===== src/rtl/dift_tag_prop_pipe_pkg.sv =====
// ============================================================================
// Module  : dift_tag_prop_pipe_pkg
// Brief   : Shared DIFT tag-propagation types, including the TPCR layout and opclasses.
// Revision: 1.0
// ============================================================================
`default_nettype none

package dift_tag_prop_pipe_pkg;

  typedef enum logic [1:0] {
    PROP_OR      = 2'd0,
    PROP_AND     = 2'd1,
    PROP_BIT_OR  = 2'd2,
    PROP_BIT_AND = 2'd3
  } dift_prop_mode_e;

  typedef enum logic [3:0] {
    OPC_NONE = 4'd0,
    OPC_LOAD = 4'd1,
    OPC_STOR = 4'd2,
    OPC_CSR  = 4'd3,
    OPC_BRAN = 4'd4,
    OPC_LOG  = 4'd5,
    OPC_ADD  = 4'd6,
    OPC_MUL  = 4'd7,
    OPC_COMP = 4'd8,
    OPC_FPU  = 4'd9,
    OPC_SHFT = 4'd10,
    OPC_XPLP = 4'd11
  } dift_prop_opclass_t;

  localparam int NCLS = 12;

  // The per-class enable and mode are indexed by the opclass encoding.
  typedef struct packed {
    logic                       csr_en;
    logic                       en_shamt;
    logic [NCLS-1:0]            en;
    logic [NCLS-1:0][1:0]       mode;
  } dift_tpcr_t;

endpackage

`default_nettype wire


===== src/rtl/dift_tag_prop_policy.sv =====
// ============================================================================
// Module  : dift_tag_prop_policy
// Brief   : Combinational per-beat tag policy. It is shared with the LSU.
// Revision: 1.0
// ============================================================================
`default_nettype none

module dift_tag_prop_policy
  import dift_tag_prop_pipe_pkg::*;
#(
  parameter int TAG_W = 4
) (
  input  dift_tpcr_t         tpcr_i,
  input  dift_prop_opclass_t opclass_i,
  input  logic               rega_used_i,
  input  logic               regb_used_i,
  input  logic               regc_used_i,
  input  logic [TAG_W-1:0]   op_a_tag_i,
  input  logic [TAG_W-1:0]   op_b_tag_i,
  input  logic [TAG_W-1:0]   op_c_tag_i,
  output logic [TAG_W-1:0]   tag_o
);

  dift_prop_mode_e  w_mode;
  logic             w_en;
  logic             w_use_b;
  logic             w_use_c;
  logic             w_combine;
  logic [TAG_W-1:0] w_comb;
  logic             w_unused_rega;

  // Operand A always participates in every class that reads operands.
  assign w_unused_rega = rega_used_i;

  assign w_mode = dift_prop_mode_e'(tpcr_i.mode[opclass_i]);
  assign w_en   = tpcr_i.en[opclass_i];

  always_comb begin
    w_use_b   = 1'b0;
    w_use_c   = 1'b0;
    w_combine = 1'b0;
    w_comb    = '0;
    tag_o     = '0;
    case (opclass_i)
      OPC_CSR:            tag_o = tpcr_i.csr_en ? {TAG_W{1'b1}} : '0;
      OPC_LOAD, OPC_STOR: tag_o = op_a_tag_i;
      OPC_SHFT: begin
        w_combine = 1'b1;
        w_use_b   = regb_used_i & tpcr_i.en_shamt;
      end
      OPC_LOG, OPC_ADD, OPC_MUL, OPC_COMP, OPC_FPU: begin
        w_combine = 1'b1;
        w_use_b   = regb_used_i;
      end
      OPC_XPLP: begin
        w_combine = 1'b1;
        w_use_b   = regb_used_i;
        w_use_c   = regb_used_i & regc_used_i;
      end
      default: ;
    endcase

    // Unused operands contribute the identity element of the combining operator.
    case (w_mode)
      PROP_OR:      w_comb = {TAG_W{(|op_a_tag_i) | (w_use_b & (|op_b_tag_i))
                                    | (w_use_c & (|op_c_tag_i))}};
      PROP_AND:     w_comb = {TAG_W{(|op_a_tag_i) & (~w_use_b | (|op_b_tag_i))
                                    & (~w_use_c | (|op_c_tag_i))}};
      PROP_BIT_OR:  w_comb = op_a_tag_i | (w_use_b ? op_b_tag_i : '0)
                             | (w_use_c ? op_c_tag_i : '0);
      PROP_BIT_AND: w_comb = op_a_tag_i & (w_use_b ? op_b_tag_i : {TAG_W{1'b1}})
                             & (w_use_c ? op_c_tag_i : {TAG_W{1'b1}});
      default:      w_comb = '0;
    endcase

    if (w_combine) tag_o = w_comb;
    if (!w_en)     tag_o = '0;
  end

endmodule

`default_nettype wire


===== src/rtl/dift_tag_prop_pipe.sv =====
// ============================================================================
// Module  : dift_tag_prop_pipe
// Brief   : Registered DIFT tag propagation with multi-beat OR accumulation and a taint counter.
// Revision: 1.0
// ============================================================================
`default_nettype none

module dift_tag_prop_pipe
  import dift_tag_prop_pipe_pkg::*;
#(
  parameter int TAG_W = 4,
  parameter int CNT_W = 16
) (
  input  logic               clk,
  input  logic               rst,
  input  dift_tpcr_t         tpcr_i,
  input  logic               in_valid_i,
  output logic               in_ready_o,
  input  dift_prop_opclass_t opclass_i,
  input  logic               rega_used_i,
  input  logic               regb_used_i,
  input  logic               regc_used_i,
  input  logic [TAG_W-1:0]   op_a_tag_i,
  input  logic [TAG_W-1:0]   op_b_tag_i,
  input  logic [TAG_W-1:0]   op_c_tag_i,
  input  logic               multi_i,
  input  logic               last_i,
  output logic               out_valid_o,
  input  logic               out_ready_i,
  output logic [TAG_W-1:0]   result_o,
  input  logic               cnt_clr_i,
  output logic [CNT_W-1:0]   taint_cnt_o
);

  localparam logic [0:0] S_IDLE  = 1'b0;
  localparam logic [0:0] S_ACCUM = 1'b1;

  logic [0:0]       state_q, state_d;
  logic [TAG_W-1:0] acc_q, acc_d;
  logic [TAG_W-1:0] result_q, result_d;
  logic             out_valid_q, out_valid_d;
  logic [CNT_W-1:0] cnt_q, cnt_d;

  logic [TAG_W-1:0] w_beat_tag;
  logic [TAG_W-1:0] w_merged;
  logic             w_accept;
  logic             w_final;
  logic             w_out_fire;

  dift_tag_prop_policy #(
    .TAG_W (TAG_W)
  ) u_policy (
    .tpcr_i      (tpcr_i),
    .opclass_i   (opclass_i),
    .rega_used_i (rega_used_i),
    .regb_used_i (regb_used_i),
    .regc_used_i (regc_used_i),
    .op_a_tag_i  (op_a_tag_i),
    .op_b_tag_i  (op_b_tag_i),
    .op_c_tag_i  (op_c_tag_i),
    .tag_o       (w_beat_tag)
  );

  assign in_ready_o  = !out_valid_q | out_ready_i;
  assign w_accept    = in_valid_i & in_ready_o;
  assign w_final     = !multi_i | last_i;
  assign w_out_fire  = out_valid_q & out_ready_i;
  assign out_valid_o = out_valid_q;
  assign result_o    = result_q;
  assign taint_cnt_o = cnt_q;

  always_ff @(posedge clk) begin
    if (rst) state_q <= S_IDLE;
    else     state_q <= state_d;
  end

  always_comb begin
    state_d = state_q;
    case (state_q)
      S_IDLE:  if (w_accept && !w_final) state_d = S_ACCUM;
      S_ACCUM: if (w_accept && w_final)  state_d = S_IDLE;
      default: state_d = S_IDLE;
    endcase
  end

  // Accumulation is always OR so taint from early beats is never dropped.
  always_comb begin
    acc_d       = acc_q;
    result_d    = result_q;
    out_valid_d = out_valid_q;
    w_merged    = (state_q == S_ACCUM) ? (acc_q | w_beat_tag) : w_beat_tag;
    if (out_ready_i) out_valid_d = 1'b0;
    if (w_accept) begin
      if (w_final) begin
        acc_d       = '0;
        result_d    = w_merged;
        out_valid_d = 1'b1;
      end else begin
        acc_d = w_merged;
      end
    end
  end

  always_comb begin
    cnt_d = cnt_q;
    if (cnt_clr_i)
      cnt_d = '0;
    else if (w_out_fire && (|result_q) && (cnt_q != {CNT_W{1'b1}}))
      cnt_d = cnt_q + 1'b1;
  end

  always_ff @(posedge clk) begin
    if (rst) begin
      acc_q       <= '0;
      result_q    <= '0;
      out_valid_q <= 1'b0;
      cnt_q       <= '0;
    end else begin
      acc_q       <= acc_d;
      result_q    <= result_d;
      out_valid_q <= out_valid_d;
      cnt_q       <= cnt_d;
    end
  end

endmodule

`default_nettype wire

===== config.mk =====
export PLATFORM = sky130hd
export DESIGN_NAME = dift_tag_prop_pipe
export DESIGN_NICKNAME = d
export VERILOG_FILES = /design/src/rtl/dift_tag_prop_pipe_pkg.sv /design/src/rtl/dift_tag_prop_policy.sv /design/src/rtl/dift_tag_prop_pipe.sv
export SDC_FILE = /design/constraint.sdc
export NUM_CORES = 1
export LEC_CHECK = 0
export CORE_MARGIN = 2
export CORE_UTILIZATION = 25
export DETAILED_ROUTE_END_ITERATION = 6
export PLACE_DENSITY = 0.62
export SLEW_MARGIN = 20
export SYNTH_ARGS = -nofsm -noshare
export SYNTH_HDL_FRONTEND = slang
export SYNTH_SLANG_ARGS = --single-unit

===== constraint.sdc =====
create_clock -name clk -period 2.4 [get_ports clk]
set_input_delay 0.24 -clock clk [delete_from_list [all_inputs] [get_ports clk]]
set_output_delay 0.24 -clock clk [all_outputs]
set_load 0.02 [all_outputs]

==> impl_metrics.prom <==
# TYPE chip_impl_metric gauge
chip_impl_info{name="hp-class",value="flop to flop"} 1
chip_impl_metric{name="detailedPlacementHpwl",unit="um"} 4410
chip_impl_metric{name="port-buffer-count",unit=""} 84
chip_impl_metric{name="synth_xor_xnor_area_share",unit=""} 0.0695
chip_impl_metric{name="finalWorstPathRequiredPeriod",unit="ps"} 2220
chip_impl_info{name="leading_register_cell_type_out_of_synthesis",value="sky130_fd_sc_hd__dfxtp_1"} 1
chip_impl_metric{name="post_route_cells_drive_above_1_share",unit=""} 0.117
chip_impl_metric{name="wire_length_of_the_first_global_routing_pass",unit="um"} 8700
chip_impl_metric{name="hold_viol_final",unit=""} 0
chip_impl_metric{name="initial_antenna_violation_count",unit=""} 0
chip_impl_metric{name="drt-vias-per-instance",unit=""} 4.84
chip_impl_metric{name="grt_pass1_vias",unit=""} 1997
chip_impl_metric{name="num-nets-final",unit=""} 393
chip_impl_metric{name="synthArstFlopShare",unit=""} 0
chip_impl_metric{name="number_of_enable_type_register_cells_in_the_synthesized_netlist",unit=""} 0
chip_impl_info{name="cp-end-kind",value="flop"} 1
chip_impl_metric{name="core_area",unit="sq um"} 7290
chip_impl_metric{name="clk_path_buf_depth",unit=""} 2
chip_impl_metric{name="num_vias",unit=""} 2055
chip_impl_metric{name="power-per-cell-area",unit="nW/um^2"} 338
chip_impl_metric{name="drc",unit=""} 0
chip_impl_metric{name="warnings_synthesis",unit=""} 0
chip_impl_metric{name="hold_fix_buffers_at_cts",unit=""} 0
chip_impl_metric{name="floorplan.initialDensity",unit=""} 0.259
chip_impl_metric{name="synth.mux.area_fraction",unit=""} 0.121
chip_impl_metric{name="cts_num_sinks",unit=""} 26
chip_impl_metric{name="synth_seq_area_share",unit=""} 0.275
chip_impl_metric{name="ir_worst_vdd",unit="mV"} 0.184
chip_impl_metric{name="placed_area",unit="sq um"} 2940
chip_impl_metric{name="finalClockSkew",unit="ps"} 4.15
chip_impl_metric{name="max_slew_margin",unit=""} 0.710
chip_impl_info{name="rsz_0062_raised_after_global_routing",value="false"} 1
chip_impl_metric{name="synth.distinct_cells",unit=""} 52
chip_impl_metric{name="grt_start_max_net_pins",unit=""} 17
chip_impl_metric{name="areaGrowthSynthToFinish",unit="%"} 58.5
chip_impl_metric{name="fillerInstances",unit=""} 768
chip_impl_metric{name="clk_pin_slew",unit="ps"} 80
chip_impl_metric{name="drt.antenna.violating_nets",unit=""} 0
chip_impl_metric{name="grt_usage",unit=""} 0.123
chip_impl_metric{name="sequential_cell_area",unit="sq um"} 520
chip_impl_metric{name="drv_cap",unit=""} 0
chip_impl_metric{name="tritoncts_buffers",unit=""} 3
chip_impl_metric{name="worst_hold_slack_across_all_endpoints",unit="ps"} 466
chip_impl_metric{name="clk_latency",unit="ps"} 260
chip_impl_info{name="layout.cells.most_common_list",value="sky130_fd_sc_hd__clkdlybuf4s50_1, sky130_fd_sc_hd__nor2_1, sky130_fd_sc_hd__nand2_1, sky130_fd_sc_hd__dfxtp_1, sky130_fd_sc_hd__buf_4"} 1
chip_impl_metric{name="ys_seq_elements",unit=""} 26
chip_impl_metric{name="detail_route.iter0.violations",unit=""} 164
chip_impl_metric{name="antenna_cells",unit=""} 0
chip_impl_metric{name="post_synth.cell_area_avg",unit="sq um"} 8.21
chip_impl_metric{name="cts_htree_levels",unit=""} 1
chip_impl_metric{name="routed_wire_length_per_instance",unit="um"} 12.3
chip_impl_metric{name="maximum_clock_rate",unit="MHz"} 451
chip_impl_metric{name="globalRouteOverflowTotal",unit=""} 0
chip_impl_metric{name="finalMaxSlewViolations",unit=""} 0
chip_impl_metric{name="first_pass_iters",unit=""} 4
chip_impl_info{name="outcome",value="finished, final reports clean"} 1
chip_impl_info{name="worst_setup_path_start_kind",value="input pin"} 1
chip_impl_metric{name="ios",unit=""} 86
chip_impl_info{name="mostFrequentLayoutCell",value="sky130_fd_sc_hd__clkdlybuf4s50_1"} 1
chip_impl_metric{name="routed_wire_length",unit="um"} 5210
chip_impl_metric{name="final.period_utilization",unit=""} 0.925
chip_impl_metric{name="rows",unit=""} 31
chip_impl_info{name="synth.top_cells.by_area",value="sky130_fd_sc_hd__dfxtp_1, sky130_fd_sc_hd__nor2_1, sky130_fd_sc_hd__mux4_1"} 1
chip_impl_metric{name="worstPathMaxFanout",unit=""} 6
chip_impl_metric{name="die_area",unit="sq um"} 8270
chip_impl_metric{name="mappedNetlistNets",unit=""} 295
chip_impl_info{name="synth_top_family_by_area",value="simple AND/OR/NAND/NOR gates"} 1
chip_impl_metric{name="postCtsSetupBuffers",unit=""} 0
chip_impl_metric{name="critPathArrivalTime",unit="ps"} 2350
chip_impl_metric{name="final_standard_cell_area_without_fillers",unit="sq um"} 3000
chip_impl_metric{name="slew_of_the_pin_with_the_lowest_slew_margin",unit="ps"} 431
chip_impl_metric{name="report.final.setup_viol",unit=""} 0
chip_impl_metric{name="synth_top_area_share",unit=""} 0.275
chip_impl_metric{name="post_synth_instance_area",unit="sq um"} 1890
chip_impl_info{name="critPathKind",value="input pin to flop"} 1
chip_impl_metric{name="die_w",unit="um"} 90.9
chip_impl_metric{name="synthAdderAreaFrac",unit=""} 0.00662
chip_impl_metric{name="synth-compound-area-share",unit=""} 0.222
chip_impl_metric{name="power.leakage",unit="nW"} 1.08
chip_impl_metric{name="post_synth_and_or_nand_nor_area_fraction",unit=""} 0.268
chip_impl_info{name="root_buffer",value="sky130_fd_sc_hd__clkbuf_8"} 1
chip_impl_metric{name="routabilityCongestion",unit=""} 0.798
chip_impl_metric{name="required_time_of_the_critical_path",unit="ps"} 2530
chip_impl_metric{name="cell_count_after_synthesis",unit=""} 230
chip_impl_info{name="synth_largest_area_cell",value="sky130_fd_sc_hd__dfxtp_1"} 1
chip_impl_metric{name="multiInputGateArea",unit="sq um"} 1310
chip_impl_metric{name="die_y",unit="um"} 90.9
chip_impl_info{name="tritoncts",value="yes"} 1
-- synthesized netlist by cell type, drive strengths merged, types with 2 or more instances --
cell / number
a311oi: 4
nand2b: 6
o32ai: 3
inv: 6
nand4: 3
nor3: 6
o22a: 2
clkbuf: 4
a21oi: 10
and3: 4
o31ai: 3
xor2: 11
o32a: 2
nand3: 8
a22oi: 3
xnor2: 4
o21ai: 10
buf: 5
a32oi: 3
nor4: 3
o21ba: 2
or2: 2
dfxtp: 26
a31o: 2
nand2: 27
mux2: 4
o21a: 4
o22ai: 2
mux4: 7
and4: 3
nor2b: 5
nor2: 33
-- final cells by class --
type | instances | area share
multi-input combinational | 189 | 0.436
timing repair buffer | 102 | 0.327
sequential | 26 | 0.174
tap | 99 | 0.0414
clock buffer | 3 | 0.0138
inverter | 6 | 0.00752
-- sequential cells by signal (all words and copies together) (netlist names), named ones only --
| signal | flops |
|---|---|
| taint_cnt_o | 16 |
| out_valid_o | 1 |
| acc_q | 4 |
| result_o | 4 |
-- repair_timing --
item                                    in CTS  in global routing
endpoints found under the hold margin        0                  0
endpoints found under the setup margin       0                  8
resized for setup                            0                  4
-- through the flow --
step                      total power [W]  utilization  setup TNS [ps]  std cells  setup slack, ps
after global placement           0.000786        0.403           -1280        422             -200
after global routing              0.00107        0.411               0        425             81.1
after detailed placement         0.000791        0.403           -1720        422             -276
final                             0.00101        0.411               0        425              181
after floorplan                  0.000616            -               0        230              360
after CTS                         0.00103        0.409               0        425             3.02
-- power breakdown --
| part | switching, W | total, W | internal (W) | leakage [nW] |
|---|---|---|---|---|
| clock network | 0.000121 | 0.000233 | 0.000112 | 0.0216 |
| registers | 0.00000726 | 0.000447 | 0.000440 | 0.211 |
| logic | 0.000135 | 0.000334 | 0.000199 | 0.846 |
| total | 0.000263 | 0.00101 | 0.000751 | 1.08 |
-- routing by layer --
metal  GRT usage  part of all wire  vias up
met5           0                 0        -
met4      0.0164             0.010        0
met3      0.0290             0.067        6
met2       0.216              0.48       75
met1       0.157              0.44      935
li1            -                 -     1039
-- critical path, cell delays in order --
cell,delay [ps]
sky130_fd_sc_hd__clkdlybuf4s50_1,580
sky130_fd_sc_hd__nor2b_1,250
sky130_fd_sc_hd__o21a_1,280
sky130_fd_sc_hd__nand2_1,100
sky130_fd_sc_hd__o211a_1,250
sky130_fd_sc_hd__o21ba_2,190
sky130_fd_sc_hd__o31ai_1,320
sky130_fd_sc_hd__a311oi_1,140
-- worst paths after layout --
kind                                startpoint         endpoint  slack (ps)  cells after the start
worst max-delay path              opclass_i[2]      result_o[2]         180                      8
worst min-delay path                  acc_q[1]         acc_q[1]         470                      2
worst max register to register  taint_cnt_o[2]  taint_cnt_o[11]         500                      7
worst min register to register        acc_q[1]         acc_q[1]         470                      2
-- kinds of logic after synthesis --
group                    count (synthesis)
adder cells (fa/ha/maj)                  1
XOR/XNOR                                15
flip-flops                              26
AO/OA/AOI/OAI                           56
buffers and inverters                   15
multiplexers                            12
AND/OR/NAND/NOR                        105
Note: power is estimated with default switching activity, not from simulation.
